==> src/rtl/gpio_bus_pkg.sv <==
// Shared definitions for masters that write the GPIO peripheral over the 64-bit bus:
// device/sub-address constants, sequencer state codes and the address builder.
package gpio_bus_pkg;

  localparam logic [7:0] GPIO_ADDR = 8'h05;

  localparam logic [2:0] SCREEN_LO = 3'd1;
  localparam logic [2:0] SCREEN_HI = 3'd2;
  localparam logic [2:0] SEVSEG    = 3'd3;

  typedef logic [2:0] seq_state_t;

  localparam seq_state_t ST_IDLE   = 3'd0;
  localparam seq_state_t ST_REQ    = 3'd1;
  localparam seq_state_t ST_BEAT   = 3'd2;
  localparam seq_state_t ST_GAP    = 3'd3;
  localparam seq_state_t ST_FINISH = 3'd4;

  // Device byte lands in the top byte, sub-address in the bottom bits.
  function automatic logic [63:0] dev_addr(input logic [7:0] dev, input logic [2:0] sub);
    return {dev, 53'b0, sub};
  endfunction

endpackage

==> src/rtl/gpio_write_sequencer.sv <==
// Bus master that latches a screen frame plus seven-segment code and pushes them to
// the GPIO peripheral as up to three write beats once the arbiter grants the bus.
module gpio_write_sequencer #(
  parameter logic [7:0]  GPIO_ADDR  = gpio_bus_pkg::GPIO_ADDR,
  parameter int unsigned GAP_CYCLES = 0
) (
  input  logic         clock,
  input  logic         reset,
  input  logic         start,
  input  logic [127:0] frame_data,
  input  logic [3:0]   sevseg,
  input  logic [2:0]   update_mask,
  output logic         bus_req,
  input  logic         bus_grant,
  output logic [63:0]  address,
  output logic [63:0]  data_out,
  output logic         data_oe,
  output logic         write,
  output logic         busy,
  output logic         done,
  output logic         error
);
  import gpio_bus_pkg::*;

  seq_state_t   state_q, state_d;
  logic [1:0]   beat_q, beat_d;
  logic [2:0]   mask_q, mask_d;
  logic [127:0] frame_q, frame_d;
  logic [3:0]   sev_q, sev_d;
  logic [3:0]   gap_cnt_q, gap_cnt_d;
  logic         done_q, done_d;
  logic         error_q, error_d;

  logic [1:0]   first_idx;
  logic         nxt_valid;
  logic [1:0]   nxt_idx;
  logic [2:0]   beat_sub;
  logic [63:0]  beat_data;
  logic         in_beat;
  logic         on_bus;

  // Lowest enabled beat of the incoming mask, and next enabled beat above the current one.
  always_comb begin
    first_idx = 2'd0;
    for (int i = 2; i >= 0; i--) begin
      if (update_mask[i]) first_idx = 2'(i);
    end
    nxt_valid = 1'b0;
    nxt_idx   = beat_q;
    for (int i = 2; i >= 0; i--) begin
      if (mask_q[i] && (i > int'(beat_q))) begin
        nxt_valid = 1'b1;
        nxt_idx   = 2'(i);
      end
    end
  end

  always_comb begin
    state_d   = state_q;
    beat_d    = beat_q;
    mask_d    = mask_q;
    frame_d   = frame_q;
    sev_d     = sev_q;
    gap_cnt_d = gap_cnt_q;
    done_d    = 1'b0;
    error_d   = 1'b0;
    case (state_q)
      ST_IDLE: begin
        if (start) begin
          if (update_mask != 3'b000) begin
            mask_d  = update_mask;
            frame_d = frame_data;
            sev_d   = sevseg;
            beat_d  = first_idx;
            state_d = ST_REQ;
          end else begin
            done_d = 1'b1;
          end
        end
      end
      ST_REQ: begin
        if (bus_grant) state_d = ST_BEAT;
      end
      ST_BEAT: begin
        // The arbiter must hold the grant until bus_req falls; losing it aborts the update.
        if (!bus_grant) begin
          error_d = 1'b1;
          state_d = ST_IDLE;
        end else if (nxt_valid) begin
          beat_d = nxt_idx;
          if (GAP_CYCLES > 0) begin
            gap_cnt_d = 4'(GAP_CYCLES - 1);
            state_d   = ST_GAP;
          end else begin
            state_d = ST_BEAT;
          end
        end else begin
          done_d  = 1'b1;
          state_d = ST_FINISH;
        end
      end
      ST_GAP: begin
        if (!bus_grant) begin
          error_d = 1'b1;
          state_d = ST_IDLE;
        end else if (gap_cnt_q == 4'd0) begin
          state_d = ST_BEAT;
        end else begin
          gap_cnt_d = gap_cnt_q - 4'd1;
        end
      end
      ST_FINISH: begin
        state_d = ST_IDLE;
      end
      default: begin
        state_d = ST_IDLE;
      end
    endcase
  end

  always_ff @(posedge clock) begin
    if (reset) begin
      state_q   <= ST_IDLE;
      beat_q    <= 2'd0;
      mask_q    <= 3'b000;
      frame_q   <= '0;
      sev_q     <= 4'd0;
      gap_cnt_q <= 4'd0;
      done_q    <= 1'b0;
      error_q   <= 1'b0;
    end else begin
      state_q   <= state_d;
      beat_q    <= beat_d;
      mask_q    <= mask_d;
      frame_q   <= frame_d;
      sev_q     <= sev_d;
      gap_cnt_q <= gap_cnt_d;
      done_q    <= done_d;
      error_q   <= error_d;
    end
  end

  // Bus outputs decode registered state only, so they hold for the whole beat cycle.
  always_comb begin
    case (beat_q)
      2'd0: begin
        beat_sub  = SCREEN_LO;
        beat_data = frame_q[63:0];
      end
      2'd1: begin
        beat_sub  = SCREEN_HI;
        beat_data = frame_q[127:64];
      end
      default: begin
        beat_sub  = SEVSEG;
        beat_data = {60'b0, sev_q};
      end
    endcase
  end

  assign in_beat  = (state_q == ST_BEAT);
  assign on_bus   = (state_q == ST_REQ) || (state_q == ST_BEAT) || (state_q == ST_GAP);

  assign address  = in_beat ? dev_addr(GPIO_ADDR, beat_sub) : 64'd0;
  assign data_out = in_beat ? beat_data : 64'd0;
  assign data_oe  = in_beat;
  assign write    = in_beat;
  assign bus_req  = on_bus;
  assign busy     = on_bus;
  assign done     = done_q;
  assign error    = error_q;

endmodule

==> config.mk <==
export PLATFORM = sky130hd
export DESIGN_NAME = gpio_write_sequencer
export DESIGN_NICKNAME = d
export VERILOG_FILES = /design/src/rtl/gpio_bus_pkg.sv /design/src/rtl/gpio_write_sequencer.sv
export SDC_FILE = /design/constraint.sdc
export NUM_CORES = 1
export LEC_CHECK = 0
export ABC_AREA = 1
export CAP_MARGIN = 20
export CORE_MARGIN = 3
export CORE_UTILIZATION = 25
export CTS_BUF_LIST = sky130_fd_sc_hd__clkbuf_16
export DETAILED_ROUTE_END_ITERATION = 8
export PLACE_DENSITY = 0.57
export SLEW_MARGIN = 20
export SYNTH_ARGS = -nofsm -noshare
export SYNTH_HDL_FRONTEND = slang
export SYNTH_SLANG_ARGS = --single-unit
==> constraint.sdc <==
create_clock -name clock -period 2.36 [get_ports clock]
set_input_delay 0.236 -clock clock [delete_from_list [all_inputs] [get_ports clock]]
set_output_delay 0.236 -clock clock [all_outputs]
set_load 0.02 [all_outputs]
==> results of run 1 <==
-- kinds of logic (layout without fill, tap and decap cells) --
family / count (synthesis) / in the layout / synth area share
simple gates: 463 / 463 / 0.2705
compound gates: 207 / 207 / 0.1565
buf+inv: 149 / 278 / 0.1330
flops: 145 / 145 / 0.4376
fa+ha+maj: 1 / 1 / 0.001886
other cells: 1 / 60 / 0.0005653
-- Yosys cell counts, drive strengths merged --
library cell / count
nand3: 12
buf: 94
o21ai: 137
clkbuf: 35
ha: 1
nand3b: 1
nor3: 4
inv: 20
a21oi: 69
conb: 1
nor2: 282
dfxtp: 145
o21bai: 1
nand2: 163
nor3b: 1
-- worst max-delay path: stages, from the launching register on --
cell,delay (ns)
dfxtp_1,0.46
inv_1,0.11
nand2_1,0.09
inv_2,0.06
buf_12,0.16
nor2_1,0.11
clkdlybuf4s50_1,0.61
-- registers in the layout, summed over array words and instances (netlist names) --
name / cells
error: 1
gap_cnt_q: 4
beat_q: 2
frame_q: 128
mask_q: 2
state_q: 3
sev_q: 4
done: 1
-- power by group through the flow --
| stage | registers [mW] | logic [mW] | clock network [mW] |
|---|---|---|---|
| 2_1_floorplan | 2.83 | 0.868 | 0 |
| 3_3_place_gp | 2.85 | 1.28 | 0 |
| 3_5_place_dp | 2.86 | 1.29 | 0 |
| 4_1_cts | 2.80 | 1.28 | 2.58 |
| 5_1_grt | 2.83 | 1.42 | 2.70 |
| 6_report | 2.80 | 1.26 | 2.50 |
-- path summary, 6_finish.rpt --
path / from / end / slack (ns) / cells past startpoint
max: beat_q[1] / address[0] / 0.11 / 6
min: frame_data[66] / frame_q[66] / 0.44 / 3
max reg2reg: state_q[0] / sev_q[0] / 0.79 / 8
min reg2reg: mask_q[2] / mask_q[2] / 0.47 / 2
-- routing by layer --
metal / global-route usage / vias to the layer above / part of all wire
met5: 0 / - / 0
met4: 0.03700 / 0 / 0.013
met3: 0.04297 / 12 / 0.069
met2: 0.2341 / 184 / 0.48
met1: 0.1686 / 2931 / 0.43
li1: - / 3289 / -
-- timing repair --
| action | CTS | global route |
|---|---|---|
| endpoints found under the setup margin | 64 | 4 |
| hold endpoints to repair | 0 | 0 |
| gates resized for setup | 64 | 2 |
-- cell type report --
type | count | area, um^2 | share of cell area
clock buffer | 17 | 425.4 | 0.04580
clock inverter | 15 | 110.1 | 0.01185
inverter | 20 | 78.83 | 0.008486
multi-input combinational | 731 | 3083 | 0.3319
sequential | 145 | 2904 | 0.3126
tap | 330 | 412.9 | 0.04445
timing repair buffer | 226 | 2275 | 0.2449
-- placed cells by master (no fill, tap or decap) --
cell type / instances
nand3_1: 11
inv_1: 15
o21ai_0: 127
clkbuf_16: 17
clkdlybuf4s50_1: 147
nand2_4: 1
nor3_1: 3
conb_1: 60
nor3_4: 1
nand3b_1: 1
inv_6: 5
nor2_1: 280
buf_4: 4
dlygate4sd2_1: 64
clkinv_1: 1
dfxtp_2: 1
clkinv_4: 2
dfxtp_1: 144
a21oi_1: 69
buf_12: 10
inv_2: 3
nor2_4: 2
clkinvlp_4: 4
ha_1: 1
clkinv_2: 4
nor3b_1: 1
nand2_2: 1
nand2_1: 161
dlymetal6s2s_1: 1
inv_4: 1
o21bai_1: 1
o21ai_1: 10
nand3_2: 1
-- through the flow --
stage | std cells | setup WS [ns] | util | hold WS, ns | area [um^2]
after floorplan | 1025 | 0.7320 | - | 0.3153 | 6855
after global placement | 1452 | 0.3089 | 0.3447 | 0.4616 | 8830
after detailed placement | 1452 | 0.3169 | 0.3447 | 0.4662 | 8830
after CTS | 1484 | 0.06089 | 0.3625 | 0.4128 | 9285
after global routing | 1484 | 0.01493 | 0.3626 | 0.4373 | 9289
final | 1484 | 0.1083 | 0.3626 | 0.4375 | 9289
==> metrics.csv, run 1 <==
stage;metric;value;unit
global_route;grt_usage;0.1376;
placed_design;port_buffers;212;
route;wl_per_cell;13.59;um
placed_design;dpl.hpwl;13480;um
floorplan;fp.dieW;168.9;um
clock_network;cts_tree;done;
pwr;comb_power_share;0.192;
timing;rsz0062_at_grt;no;
route;detail-route-antenna-nets;0;
timing;period_minus_slack;2.252;ns
worst_setup_path;cp_data_required_time;2.12;ns
synth;synth_warnings;0;
floorplan;start_util;0.2590;
timing;hold_viol;0;
synth;yosys.area.top_type;dfxtp_1;
synth;synth_cell_types;25;
clock_network;clkTransAtPathRegs;0.07;ns
route;drcViolationCount;0;
worst_setup_path;worstPathMaxFanout;30;
pwr;internal_power;4.561;mW
clock_network;root_buffer;clkbuf_16;
clock_network;htreeDepth;4;
final_layout;drive_above_1_share;0.04939;
timing;fmax;0.4441;GHz
synth;synth_top_area_share;0.4376;
worst_setup_path;cp.arrival;2.02;ns
final_layout;finalNetCount;1281;
timing;layout_worst_path_cycle_share;0.9541;
synth;synth_seq_area_share;0.4376;
run;cap_violations;0;
global_route;antenna_found_initial;0;
min_path;hp-class;input port to flip-flop;
synth;netlist_top_cells_area;dfxtp_1 (44%), nor2_1 (16%), o21ai_0 (9.6%);
worst_setup_path;cp-end-kind;output pin;
clock_network;numCtsBuffers;17;
route;drt_iter0_drc;353;
route;avgViaCountPerCell;4.323;
pwr;p_seq_frac;0.427;
clock_network;post_cts_buffers;0;
outcome;run_status;finished, final reports clean;
pwr;pwr-share-clk;0.381;
final_layout;diodes;0;
global_route;first_global_vias;6076;
pwr;p_per_area;705.8;nW/um^2
clock_network;clock_sinks;145;
clock_network;holdBufCountCts;0;
timing;fin_tns_setup;0;ns
global_route;grt_pass1_wl;31830;um
pwr;total_power;6.556;mW
timing;finalSetupViolCount;0;
timing;finalMaxSlewViolations;0;
route;drt_pass1_iterations;4;
floorplan;die_h;168.9;um
final_layout;nFillCells;2768;
timing;clock_skew;0.007065;ns
route;num_vias;6416;
clock_network;cts_max_path_buffers;2;
floorplan;row_count;58;
floorplan;ios;273;
synth;avgSynthCellArea;6.867;um^2
synth;synth_cells;966;
pwr;p_switching;1.995;mW
clock_network;clk_latency;0.41;ns
route;wl;20170;um
global_route;grt_max_degree;84;
worst_setup_path;critPathKind;flip-flop to output pin;
floorplan;die-area;28530;um^2
synth;synth-seq-cells;145;
pwr;peakVddDrop;350.4;uV
final_layout;syn2layout_area_growth;40.02;%
placed_design;gp_congestion;0.7598;
pwr;p_leak;3.952;nW
worst_setup_path;start_kind;flip-flop;
floorplan;core;25620;um^2
pwr;swShare;0.3043;
global_route;overflow;0;
synth;synth_area;6634;um^2
Power figures use the tool's default switching activity.
==> run 2: changes to the inputs <==
- PLACE_DENSITY: 0.57 -> 0.59
- clock period: 2.36 -> 2 ns (I/O delays scaled with it)
==> run 2 against run 1 <==
  * Via count up 1.7%
  * Global-route usage up 0.61 points
  * Wire length up 9.8%
  * Non-clock buffer count up 15
  * Cell count up 1.0%
  * Flip-flop and latch count unchanged
  * Cell area up 1.6%
  * Clock power up 29%
  * Hold slack worse by 0.044 ns
  * Die area unchanged
  * Core utilization up 0.59 points
  * Critical endpoint unchanged
  * Largest cell class unchanged
  * Largest power group unchanged
==> metrics.csv, run 2 (synthesis results as in run 1) <==
stage;metric;value;unit
clock_network;numCtsBuffers;17;
final_layout;final_cell_mix;nor2_1 (280), nand2_1 (160), dfxtp_1 (143), clkdlybuf4s50_1 (141), o21ai_0 (127);
clock_network;root_buffer;clkbuf_16;
pwr;p_leak;3.940;nW
final_layout;diodes;0;
min_path;hp-class;input port to flip-flop;
timing;rsz0062_at_grt;yes;
route;wl;22130;um
clock_network;clkTransAtPathRegs;0.07;ns
worst_setup_path;crit_family;buffers and inverters;
worst_setup_path;cp-end-kind;output pin;
timing;finalMaxSlewViolations;0;
clock_network;clk_latency;0.42;ns
global_route;overflow;0;
worst_setup_path;start_kind;flip-flop;
timing;layout_worst_path_cycle_share;0.9714;
global_route;first_global_vias;6160;
global_route;grt_max_degree;70;
timing;clock_skew;0.01035;ns
worst_setup_path;cp.arrival;1.74;ns
run;cap_violations;0;
route;wl_per_cell;14.77;um
route;avgViaCountPerCell;4.353;
placed_design;dpl_cell_area;8870;um^2
final_layout;nFillCells;2795;
global_route;grt_usage;0.1437;
min_path;min_to;frame_q[42];
worst_setup_path;r2r_slack;0.38;ns
floorplan;die_h;168.9;um
worst_setup_path;critPathSlowestCell;dfxtp_4;
floorplan;row_count;58;
floorplan;start_util;0.2590;
clock_network;cts_tree;done;
final_layout;top_register;frame_q;
route;detail-route-antenna-nets;0;
clock_network;htreeDepth;4;
final_layout;largest_reg_flops;128;
clock_network;cts_max_path_buffers;2;
timing;fin_tns_setup;0;ns
final_layout;finalNetCount;1296;
min_path;whs_path_depth;3;
final_layout;stdcell_area;9439;um^2
worst_setup_path;reg2regPathDepth;7;
floorplan;fp.dieW;168.9;um
outcome;run_status;finished, final reports clean;
worst_setup_path;crit_chain;inv_2, nand2_2, clkinv_4, buf_12, clkbuf_16, nor2_1, clkdlybuf4s15_1;
worst_setup_path;cp_data_required_time;1.80;ns
timing;finalSetupViolCount;0;
route;drt_pass1_iterations;5;
global_route;antenna_found_initial;0;
final_layout;layout_commonest_cell;nor2_1;
timing;hold_viol;0;
worst_setup_path;critPathBufInv;5;
placed_design;place_inst;1459;
final_layout;final_cells;1499;
clock_network;holdBufCountCts;0;
floorplan;ios;273;
pwr;total_power;8.213;mW
floorplan;die-area;28530;um^2
final_layout;syn2layout_area_growth;42.29;%
pwr;peakVddDrop;372.5;uV
worst_setup_path;reg2reg_from;state_q[1];
pwr;p_per_area;870.1;nW/um^2
worst_setup_path;cpPeakStageDelay;0.37;ns
worst_setup_path;critPathKind;flip-flop to output pin;
placed_design;dpl.hpwl;14190;um
placed_design;port_buffers;212;
timing;period_minus_slack;1.943;ns
placed_design;gp_congestion;0.7846;
floorplan;core;25620;um^2
min_path;hp-start;frame_data[42];
route;drcViolationCount;0;
clock_network;clock_sinks;145;
worst_setup_path;reg2reg_to;frame_q[26];
final_layout;top_regs;frame_q x128, gap_cnt_q x4, sev_q x4;
global_route;grt_pass1_wl;32930;um
route;drt_iter0_drc;308;
timing;fmax;0.5147;GHz
route;num_vias;6525;
worst_setup_path;worstPathMaxFanout;14;
final_layout;drive_above_1_share;0.1257;
final_layout;final_util;0.3685;
-- run 2: changes by cell type in the layout (fill, tap and decap cells not counted), moves of 2 or more --
cell | previous run | this run
dlygate4sd2_1 | 64 | 4
buf_2 | 0 | 32
buf_4 | 4 | 26
clkbuf_2 | 0 | 13
a21oi_1 | 69 | 59
a21oi_2 | 0 | 10
clkdlybuf4s50_1 | 147 | 141
clkbuf_16 | 17 | 22
clkdlybuf4s15_2 | 0 | 3
clkinv_2 | 4 | 1
buf_12 | 10 | 12
buf_8 | 0 | 2
bufinv_16 | 0 | 2
-- run 2: through the flow --
stage	setup slack, ns	hold slack (ns)
finish	0.05717	0.3931
global placement	0.06584	0.4613
global route	-0.02751	0.3880
detailed placement	0.05549	0.4621
CTS	-0.1105	0.3626
floorplan	0.4080	0.2793
-- run 2: repair_timing --
action,in CTS,in global routing
pin swaps,0,2
cloned,0,5
resized for setup,193,94
buffers inserted,0,3
endpoints found under the setup margin,70,65
-- run 2: worst max-delay path by stage --
stage	startpoint	endpoint	slack, ns	cells past startpoint
final	beat_q[1]	address[0]	0.06	7
after floorplan	beat_q[1]	data_out[14]	0.41	5
after global placement	beat_q[1]	data_out[24]	0.07	7
after detailed placement	beat_q[1]	data_out[24]	0.06	7
after CTS	state_q[0]	address[1]	-0.11	5
after global routing	beat_q[1]	address[0]	-0.03	7
-- run 2: layout make-up --
class | count | area [um^2] | share of cell area
tap | 330 | 412.9 | 0.04374
sequential | 145 | 2908 | 0.3081
timing repair buffer | 241 | 2331 | 0.2470
inverter | 20 | 83.83 | 0.008881
clock buffer | 17 | 425.4 | 0.04507
clock inverter | 15 | 155.1 | 0.01644
multi-input combinational | 731 | 3123 | 0.3309
-- run 2: report_power, final --
group,internal (mW),switching (mW),leakage (nW),total (mW)
clock,1.85,1.37,0.278,3.22
combinational,0.733,0.951,2.46,1.68
sequential,3.17,0.141,1.20,3.31
total,5.75,2.46,3.94,8.21
-- run 2: tightest hold or removal path: stages --
cell and delay [ns]:
clkdlybuf4s50_1 0.39, o21ai_1 0.13, nor2_1 0.05
-- run 2: layer usage --
| layer | track usage | up-vias | routed length (um) |
|---|---|---|---|
| li1 | - | 3320 | - |
| met1 | 0.1763 | 2977 | 9699 |
| met2 | 0.2437 | 201 | 10660 |
| met3 | 0.04204 | 27 | 1405 |
| met4 | 0.04411 | 0 | 365 |
| met5 | 0 | - | 0 |
==> run 3: changes to the inputs <==
- CTS_CLUSTER_SIZE: default -> 25
==> results of run 3 <==
Same layout as run 2: the final DEF is identical, and so are final timing and power.
